`config.mk`:
```
export PLATFORM = sky130hd
export DESIGN_NAME = draw_sprite_anim_flat
export DESIGN_NICKNAME = d
export VERILOG_FILES = /design/src/rtl/draw_sprite_anim_pkg.sv /design/src/rtl/draw_sprite_anim_if.sv /design/src/rtl/draw_sprite_anim_delay.sv /design/src/rtl/draw_sprite_anim.sv /design/src/flat_wrapper.sv
export SDC_FILE = /design/constraint.sdc
export NUM_CORES = 1
export LEC_CHECK = 0
export ABC_AREA = 1
export CAP_MARGIN = 20
export CELL_PAD_IN_SITES_DETAIL_PLACEMENT = 1
export CELL_PAD_IN_SITES_GLOBAL_PLACEMENT = 2
export CORE_ASPECT_RATIO = 1.5
export CORE_MARGIN = 1.5
export CORE_UTILIZATION = 29
export DETAILED_ROUTE_END_ITERATION = 8
export PLACE_DENSITY = 0.85
export REMOVE_ABC_BUFFERS = 1
export SYNTH_ARGS = -nofsm -noshare
export SYNTH_HDL_FRONTEND = slang
export SYNTH_SLANG_ARGS = --single-unit
```
`constraint.sdc`:
```
create_clock -name clk -period 2.9 [get_ports clk]
set_input_delay 0.87 -clock clk [delete_from_list [all_inputs] [get_ports clk]]
set_output_delay 0.87 -clock clk [all_outputs]
set_load 0.03 [all_outputs]
```
`src/rtl/draw_sprite_anim_pkg.sv`:
```
// Shared widths, sprite geometry and the delay-line payload for the sprite overlay stage.
package draw_sprite_anim_pkg;

    localparam int unsigned HCNT_W        = 11;
    localparam int unsigned RGB_W         = 12;
    localparam int unsigned SPRITE_W      = 32;
    localparam int unsigned SPRITE_H      = 32;
    localparam int unsigned SPRITE_FRAMES = 4;
    localparam int unsigned SPR_AW        = $clog2(SPRITE_W);
    localparam int unsigned FRM_W         = $clog2(SPRITE_FRAMES);
    localparam int unsigned ADDR_W        = FRM_W + 2 * SPR_AW;

    // Everything that must stay aligned with the sprite ROM read.
    typedef struct packed {
        logic [HCNT_W-1:0] hcount;
        logic              hsync;
        logic              hblnk;
        logic [HCNT_W-1:0] vcount;
        logic              vsync;
        logic              vblnk;
        logic [RGB_W-1:0]  rgb;
        logic              hit;
    } pix_t;

endpackage

```
`src/rtl/draw_sprite_anim_if.sv`:
```
// VGA pixel stream: timing counters, syncs, blanks and colour.
interface draw_sprite_anim_if;
    import draw_sprite_anim_pkg::*;

    logic [HCNT_W-1:0] hcount;
    logic [HCNT_W-1:0] vcount;
    logic              hsync;
    logic              vsync;
    logic              hblnk;
    logic              vblnk;
    logic [RGB_W-1:0]  rgb;

    modport in  (input  hcount, vcount, hsync, vsync, hblnk, vblnk, rgb);
    modport out (output hcount, vcount, hsync, vsync, hblnk, vblnk, rgb);

endinterface

```
`src/rtl/draw_sprite_anim_delay.sv`:
```
// Fixed-length register delay line with synchronous clear.
module draw_sprite_anim_delay #(
    parameter int unsigned WIDTH   = 39,
    parameter int unsigned CLK_DEL = 2
) (
    input  logic             clk,
    input  logic             rst,
    input  logic [WIDTH-1:0] din_i,
    output logic [WIDTH-1:0] dout_o
);

    logic [WIDTH-1:0] pipe_q [CLK_DEL];

    always_ff @(posedge clk) begin
        if (rst) begin
            for (int unsigned i = 0; i < CLK_DEL; i++) pipe_q[i] <= '0;
        end else begin
            pipe_q[0] <= din_i;
            for (int unsigned i = 1; i < CLK_DEL; i++) pipe_q[i] <= pipe_q[i-1];
        end
    end

    assign dout_o = pipe_q[CLK_DEL-1];

endmodule

```
`src/rtl/draw_sprite_anim.sv`:
```
// Overlays one animated, optionally mirrored 32x32 sprite on the VGA stream.
// Position/mirror/enable are latched on vblank rise so a frame never tears.
module draw_sprite_anim
    import draw_sprite_anim_pkg::*;
#(
    parameter int unsigned      FRAME_DIV   = 8,
    parameter logic [RGB_W-1:0] TRANSPARENT = 12'hF0F
) (
    input  logic               clk,
    input  logic               rst,
    input  logic               enable,
    input  logic [HCNT_W-1:0]  xpos,
    input  logic [HCNT_W-1:0]  ypos,
    input  logic               mirror,
    input  logic [RGB_W-1:0]   rgb_pixel,
    output logic [ADDR_W-1:0]  pixel_addr,
    draw_sprite_anim_if.in     in,
    draw_sprite_anim_if.out    out
);

    localparam int unsigned DIV_W = (FRAME_DIV > 1) ? $clog2(FRAME_DIV) : 1;

    logic              vblnk_prev_q;
    logic [HCNT_W-1:0] x_lat_q, x_lat_d, y_lat_q, y_lat_d;
    logic              mir_lat_q, mir_lat_d, en_lat_q, en_lat_d;
    logic [DIV_W-1:0]  div_cnt_q, div_cnt_d;
    logic [FRM_W-1:0]  anim_frame_q, anim_frame_d;
    logic [ADDR_W-1:0] addr_q, addr_d;
    logic              vb_rise;
    logic [HCNT_W-1:0] dx, dy;
    logic [SPR_AW-1:0] col;
    logic              hit;
    pix_t              line_in, line_out;
    logic [RGB_W-1:0]  rgb_d;

    assign vb_rise = in.vblnk & ~vblnk_prev_q;
    assign dx      = in.hcount - x_lat_q;
    assign dy      = in.vcount - y_lat_q;
    // Unsigned wrap turns columns/rows left of or above the sprite into misses.
    assign hit     = en_lat_q && !in.hblnk && !in.vblnk &&
                     (dx < HCNT_W'(SPRITE_W)) && (dy < HCNT_W'(SPRITE_H));
    assign col     = mir_lat_q ? ~dx[SPR_AW-1:0] : dx[SPR_AW-1:0];

    // Frame latch, animation divider and ROM address.
    always_comb begin
        x_lat_d      = x_lat_q;
        y_lat_d      = y_lat_q;
        mir_lat_d    = mir_lat_q;
        en_lat_d     = en_lat_q;
        div_cnt_d    = div_cnt_q;
        anim_frame_d = anim_frame_q;
        addr_d       = addr_q;

        if (vb_rise) begin
            x_lat_d   = xpos;
            y_lat_d   = ypos;
            mir_lat_d = mirror;
            en_lat_d  = enable;
        end

        if (!en_lat_q) begin
            div_cnt_d    = '0;
            anim_frame_d = '0;
        end else if (vb_rise) begin
            if (div_cnt_q == DIV_W'(FRAME_DIV - 1)) begin
                div_cnt_d    = '0;
                anim_frame_d = anim_frame_q + 1'b1;
            end else begin
                div_cnt_d = div_cnt_q + 1'b1;
            end
        end

        if (hit) addr_d = {anim_frame_q, dy[SPR_AW-1:0], col};
    end

    always_ff @(posedge clk) begin
        if (rst) begin
            vblnk_prev_q <= 1'b0;
            x_lat_q      <= '0;
            y_lat_q      <= '0;
            mir_lat_q    <= 1'b0;
            en_lat_q     <= 1'b0;
            div_cnt_q    <= '0;
            anim_frame_q <= '0;
            addr_q       <= '0;
        end else begin
            vblnk_prev_q <= in.vblnk;
            x_lat_q      <= x_lat_d;
            y_lat_q      <= y_lat_d;
            mir_lat_q    <= mir_lat_d;
            en_lat_q     <= en_lat_d;
            div_cnt_q    <= div_cnt_d;
            anim_frame_q <= anim_frame_d;
            addr_q       <= addr_d;
        end
    end

    assign pixel_addr = addr_q;

    always_comb begin
        line_in        = '0;
        line_in.hcount = in.hcount;
        line_in.hsync  = in.hsync;
        line_in.hblnk  = in.hblnk;
        line_in.vcount = in.vcount;
        line_in.vsync  = in.vsync;
        line_in.vblnk  = in.vblnk;
        line_in.rgb    = in.rgb;
        line_in.hit    = hit;
    end

    draw_sprite_anim_delay #(
        .WIDTH   ($bits(pix_t)),
        .CLK_DEL (2)
    ) u_delay (
        .clk    (clk),
        .rst    (rst),
        .din_i  (line_in),
        .dout_o (line_out)
    );

    // ROM data lands together with the delay-line output.
    always_comb begin
        rgb_d = line_out.rgb;
        if (!(line_out.vblnk || line_out.hblnk) && line_out.hit && (rgb_pixel != TRANSPARENT))
            rgb_d = rgb_pixel;
    end

    always_ff @(posedge clk) begin
        if (rst) begin
            out.hcount <= '0;
            out.vcount <= '0;
            out.hsync  <= 1'b0;
            out.vsync  <= 1'b0;
            out.hblnk  <= 1'b0;
            out.vblnk  <= 1'b0;
            out.rgb    <= '0;
        end else begin
            out.hcount <= line_out.hcount;
            out.vcount <= line_out.vcount;
            out.hsync  <= line_out.hsync;
            out.vsync  <= line_out.vsync;
            out.hblnk  <= line_out.hblnk;
            out.vblnk  <= line_out.vblnk;
            out.rgb    <= rgb_d;
        end
    end

endmodule

```
`src/flat_wrapper.sv`:
```
// flat-port wrapper written by rule: the top's interface ports become plain ports
module draw_sprite_anim_flat import draw_sprite_anim_pkg::*;
#(
    parameter int unsigned      FRAME_DIV   = 8,
    parameter logic [RGB_W-1:0] TRANSPARENT = 12'hF0F
)
  (clk, rst, enable, xpos, ypos, mirror, rgb_pixel, pixel_addr, in_hcount, in_vcount, in_hsync, in_vsync, in_hblnk, in_vblnk, in_rgb, out_hcount, out_vcount, out_hsync, out_vsync, out_hblnk, out_vblnk, out_rgb);
  draw_sprite_anim_if in_i ();
  draw_sprite_anim_if out_i ();
  input  logic clk;
  input  logic rst;
  input  logic enable;
  input  logic [HCNT_W-1:0] xpos;
  input  logic [HCNT_W-1:0] ypos;
  input  logic mirror;
  input  logic [RGB_W-1:0] rgb_pixel;
  output logic [ADDR_W-1:0] pixel_addr;
  input wire logic [$bits(in_i.hcount)-1:0] in_hcount;
  input wire logic [$bits(in_i.vcount)-1:0] in_vcount;
  input wire logic [$bits(in_i.hsync)-1:0] in_hsync;
  input wire logic [$bits(in_i.vsync)-1:0] in_vsync;
  input wire logic [$bits(in_i.hblnk)-1:0] in_hblnk;
  input wire logic [$bits(in_i.vblnk)-1:0] in_vblnk;
  input wire logic [$bits(in_i.rgb)-1:0] in_rgb;
  output wire logic [$bits(out_i.hcount)-1:0] out_hcount;
  output wire logic [$bits(out_i.vcount)-1:0] out_vcount;
  output wire logic [$bits(out_i.hsync)-1:0] out_hsync;
  output wire logic [$bits(out_i.vsync)-1:0] out_vsync;
  output wire logic [$bits(out_i.hblnk)-1:0] out_hblnk;
  output wire logic [$bits(out_i.vblnk)-1:0] out_vblnk;
  output wire logic [$bits(out_i.rgb)-1:0] out_rgb;
  assign in_i.hcount = in_hcount;
  assign in_i.vcount = in_vcount;
  assign in_i.hsync = in_hsync;
  assign in_i.vsync = in_vsync;
  assign in_i.hblnk = in_hblnk;
  assign in_i.vblnk = in_vblnk;
  assign in_i.rgb = in_rgb;
  assign out_hcount = out_i.hcount;
  assign out_vcount = out_i.vcount;
  assign out_hsync = out_i.hsync;
  assign out_vsync = out_i.vsync;
  assign out_hblnk = out_i.hblnk;
  assign out_vblnk = out_i.vblnk;
  assign out_rgb = out_i.rgb;
  draw_sprite_anim #(.FRAME_DIV(FRAME_DIV), .TRANSPARENT(TRANSPARENT)) u_core (.clk(clk), .rst(rst), .enable(enable), .xpos(xpos), .ypos(ypos), .mirror(mirror), .rgb_pixel(rgb_pixel), .pixel_addr(pixel_addr), .in(in_i), .out(out_i));
endmodule
```
# --- After elaboration in Yosys (flattened, before gate mapping) ---
# Memories as Yosys holds them, arrays and structs flattened.
# Index checks and enable logic that the tools add are counted.
totals:
  reg_bits: 80
  latchBits: 0
  ramBits: 78
  romBits: 0
  output_inout_bits: 50
  n_memories: 1
mem_list:
  columns: ["name", "depth", "width", "rd", "rd_ports_with_merged_regs", "wr", "line", "text"]
  rows:
  - ["u_core.u_delay.pipe_q", 2, 39, 2, 0, 2, "draw_sprite_anim_delay.sv:12", "logic [WIDTH-1:0] pipe_q [CLK_DEL];"]
op_classes:
  addsub: 4
  mul: 0
  div_mod_pow: 0
  n_lt_le_gt_ge: 2
  eq_ne: 2
  n_shift: 0
  mux: 8
  bitwise: 6
  n_reduce_logical: 12
op_table:
  columns: ["cell", "n"]
  rows:
  - ["2-to-1 mux 39 bit", 2]
  - ["< comparator 11 x 6 -> 1 bit (second input constant)", 2]
  - ["subtractor 11 bit", 2]
  - ["2-to-1 mux 12 bit", 1]
  - ["!= test 12 bit (second input constant)", 1]
  - ["logical AND 1 bit", 6]
  - ["2-to-1 mux 5 bit", 1]
  - ["inverter 5 bit", 1]
  - ["adder 3 x 1 -> 3 bit (second input constant)", 1]
  - ["equality test 3 bit (second input constant)", 1]
  - ["logical NOT 1 bit", 3]
  - ["2-to-1 mux 1 bit", 3]
  - ["2-to-1 mux 3 bit", 1]
  - ["adder 2 x 1 -> 2 bit (second input constant)", 1]
  - ["inverter 1 bit", 2]
  - ["bitwise OR 1 bit", 2]
  - ["AND reduction 2 bit", 1]
  - ["OR reduction 2 bit", 1]
  - ["bitwise AND 1 bit", 1]
  - ["logical OR 1 bit", 1]

# --- Longest topological paths before layout ---
depth:
  depth_word: 6
  mapped_depth: 17

# --- Modules after synthesis ---
# From an unflattened synthesis, not the netlist that was laid out.
hier_totals:
  hier_cells: 882
  area_unflattened_um2: 6665.1
by_module_without_submodules:
  columns: ["module", "n_inst", "cells_per_inst", "area_each_um2"]
  rows:
  - ["draw_sprite_anim", 1, 600, 4155.2]
  - ["draw_sprite_anim_delay", 1, 282, 2509.9]

# --- Least setup slack after synthesis ---
# No wires, ideal clock.
synth_path:
  path_type: "in2reg"
  start: "input in_hcount[0]"
  end: "register u_core.addr_q[10] (netlist: u_core.pixel_addr[10])"
  setup_time_ps: 115
  t_arrival_ps: 2543
  setup_slack_ps: 241
  path_stages: 15
  n_path_buf: 0
  path_cell_list: "inv_1 > ha_1 > fa_1 > inv_1 > nand2_1 > nand2_1 > nand3_1 > nand3_1 > nand2_1 > nor2_1 > nand3_1 > nor2_2 > nand3_1 > nand2_1 > nor2_1"
synth_via:
  elab_chain_cells: 4
synth_lines:
  columns: ["element", "line", "text"]
  rows:
  - ["start, declared", "flat_wrapper.sv:18", "input wire logic [$bits(in_i.hcount)-1:0] in_hcount;"]
  - ["subtractor 11 bit", "draw_sprite_anim.sv:37", "assign dx = in.hcount - x_lat_q;"]
  - ["< comparator 11 x 6 -> 1 bit", "draw_sprite_anim.sv:41", "(dx < HCNT_W'(SPRITE_W)) && (dy < HCNT_W'(SPRITE_H));"]
  - ["logical AND 1 bit", "draw_sprite_anim.sv:40", "assign hit = en_lat_q && !in.hblnk && !in.vblnk &&"]
  - ["logical AND 1 bit", "draw_sprite_anim.sv:41", null]
  - ["end signal, assigned", "draw_sprite_anim.sv:94", "addr_q <= addr_d;"]
  - ["end, declared", "draw_sprite_anim.sv:28", "logic [ADDR_W-1:0] addr_q, addr_d;"]
# Every way passes these cells.
# A chain may end at the register's enable or synchronous reset.

# --- Final worst setup path ---
layout_path:
  start: "input in_hcount[1]"
  end: "register u_core.addr_q[6] (netlist: u_core.pixel_addr[6])"
# The elaborated chain is that of the path after synthesis.

==> qor.yml <==
outcome: "completed"
gp_congestion: 0.7870
core_area_mm2: 0.02155
clockRootBuffer: "clkbuf_16"
switching_power_mw: 1.366
period_needed_ns: 2.729
power.internal_mw: 3.971
grt_pass1_wl_um: 25720
fin_skew_ns: 0.008624
dpl.hpwl_um: 11880
syn_to_final_growth_pct: 38.93
antenna_found_initial: 0
syn-cell-area_mm2: 0.006316
hp-class: "register to register"
multi_input_area_mm2: 0.002427
hold_depth: 2
htree_levels: 4
min_to: "u_core.out.vcount[0]"
arrival_ns: 3.05
register_area_mm2: 0.003143
final_util_pct: 40.71
r2r-end: "u_core.pixel_addr[6]"
viasPerCell: 4.269
power_frac_seq_pct: 42.6
drc: 0
portBuffers: 125
cts_tree: "built"
die_h_um: 183.7
std_cell_rows: 66
startpoint_type: "input pin"
fmax_ghz: 0.3664
ff2ff_path_depth: 17
r2r_setup_slack_ns: 0.74
path_max_fanout: 8
grt_max_degree: 106
yosysWarnings: 0
pwr-share-comb_pct: 15.0
synth_top_flop_cell: "dfxtp_1"
worstMarginPinSlew_ns: 0.4903
path_class: "input pin to register"
clkTransAtPathRegs_ns: 0.06
via_count: 5451
maxSlewHeadroom_pct: 67.31
power.share.clock_pct: 42.4
numCtsBuffers: 17
synth_area_per_cell_um2: 7.546
hold_viol: 0
async_reset_ff_share_pct: 0
start_util_pct: 29.30
num_antenna_cells: 0
fill_cells: 2586
synthDistinctLibCells: 30
drt_iter0_markers: 148
power_density_mw_per_mm2: 608.2
die_width_um: 123.5
place_area_mm2: 0.008098
fin_crit_sh_pct: 94.11
ys_seq_area_share_pct: 49.76
critPathCaptureType: "register"
postRouteWirelength_um: 15940
die_area_mm2: 0.02269
wire_per_inst_um: 12.48
ioPinCount: 126
clkLatencyLatePin_ns: 0.42
ys_seq_elements: 157
grt_pass1_vias: 5435
final_layout_size_suffix_gt1_share_pct: 10.85
gr-total-overflow: 0
drtAntennaViolNets: 0
cap_violations: 0
finalSetupViolations: 0
grt_use_total_pct: 14.82
place_inst: 1243
rsz0062_at_grt: "false"
clock_path_buffers: 2
synth-edff-count: 0
hold_start: "u_core.u_delay.pipe_q[0][54]"
power.leakage_nw: 3.960
cts_sinks: 157
netSwitchingFraction_pct: 25.60
synthCells: 837
drt_pass1_iterations: 4
peakVddDrop_v: 0.0003649
tns_ns: 0
cp.required_ns: 3.22
post_layout_nonfiller_instances: 1277
r2r-start: "u_core.x_lat_q[0]"
postLayoutCellArea_mm2: 0.008775
slew_viol_final: 0
nNetsFinal: 1092
==> metal layers <==
layer / vias up / track usage [%] / wire length (um)
li1: 2810 / - / -
met1: 2539 / 15.15 / 6282
met2: 83 / 28.31 / 8762
met3: 19 / 3.784 / 559
met4: 0 / 5.425 / 331
met5: - / 0 / 0
==> cell usage after synthesis, drive strengths merged (2+ instances only) <==
master	count	share of area, %
fa	2	0.63
nand2	127	8.0
inv	176	10
dfxtp	157	50
ha	22	4.4
a21oi	44	3.7
xnor2	8	1.1
nand3b	3	0.42
xor2	5	0.69
nand3	37	3.3
buf	4	0.59
o21ai	36	2.9
nand4	9	0.89
clkbuf	22	1.3
nor2	179	11
==> worst max-delay path: stages <==
cell,delay (ns)
clkdlybuf4s50_1,0.50
inv_1,0.09
fa_2,0.40
inv_2,0.07
nand2_1,0.06
nand2_2,0.08
nand3_2,0.07
nand2_1,0.06
nand2_1,0.05
nand2_1,0.07
nand2_1,0.07
nor2_2,0.11
nand2_2,0.07
nor2_4,0.18
buf_12,0.14
nand3_1,0.07
nand2_1,0.06
nor2_1,0.04
==> layout by cell type, fill, tap and decap left out, drive strengths merged <==
cell	instances
inv	178
nor4	1
bufinv	3
or2	1
clkdlybuf4s50	123
clkbuf	21
nand4	9
nand3b	3
nor2	179
xnor2	8
nand2	127
ha	22
buf	37
clkinv	4
o21ai	36
a21oi	44
nand3	37
o21bai	1
xor2	5
nor3b	1
or3b	1
fa	2
dfxtp	157
clkinvlp	4
dlymetal6s2s	1
==> sequential cells by signal, summed over array words and instances (netlist names) <==
signal                 cells
u_core.out.hcount         11
u_core.mir_lat_q           1
u_core.out.hsync           1
u_core.out.hblnk           1
u_core.out.rgb            12
u_core.pixel_addr         12
u_core.en_lat_q            1
u_core.out.vblnk           1
u_core.anim_frame_q        2
u_core.u_delay.pipe_q     78
u_core.y_lat_q            11
u_core.x_lat_q            11
u_core.div_cnt_q           3
u_core.out.vcount         11
u_core.out.vsync           1
==> cell families after synthesis <==
kind of cell	synth area share (%)
XOR/XNOR	1.803
adder cells (fa/ha/maj)	4.992
AND/OR/NAND/NOR	24.39
flip-flops	49.76
AO/OA/AOI/OAI	6.636
buffers and inverters	12.42
==> through the flow <==
step | power (mW) | setup slack [ns] | hold WS, ns
finish | 5.337 | 0.1708 | 0.4009
global route | 5.631 | 0.01398 | 0.4134
CTS | 5.434 | 0.02955 | 0.4015
detailed placement | 3.124 | -0.4337 | 0.3947
global placement | 3.107 | -0.3691 | 0.3888
floorplan | 2.765 | 0.1875 | 0.3883
==> layout make-up <==
cell class                      count  area share (%)
Tap cell                          272           3.879
Inverter                          177           7.572
Clock buffer                       20           4.976
Clock inverter                     12           1.854
Timing Repair Buffer              162           18.24
Multi-Input combinational cell    477           27.66
Sequential cell                   157           35.82
==> how the worst max path moves through the flow <==
| stage | depth (start not counted) | start | to |
|---|---|---|---|
| final | 18 | in_hcount[1] | u_core.pixel_addr[6] |
| after global routing | 18 | in_hcount[1] | u_core.pixel_addr[5] |
| after CTS | 17 | in_hcount[0] | u_core.pixel_addr[0] |
| after floorplan | 17 | in_hcount[0] | u_core.pixel_addr[5] |
| after global placement | 19 | in_hcount[0] | u_core.pixel_addr[6] |
| after detailed placement | 17 | in_hcount[0] | u_core.pixel_addr[9] |
==> repair_timing <==
action / CTS / global route
setup buffers: 0 / 1
resized for setup: 0 / 14
hold buffers: 0 / 0
endpoints found under the setup margin: 0 / 13
==> power groups by stage <==
stage / logic, mW / clock network, mW / registers [mW]
floorplan: 0.420 / 0 / 2.34
global placement: 0.787 / 0 / 2.32
detailed placement: 0.801 / 0 / 2.32
CTS: 0.807 / 2.35 / 2.27
global route: 0.909 / 2.44 / 2.28
finish: 0.798 / 2.26 / 2.27
No activity file was read; power rests on OpenSTA's default activity.
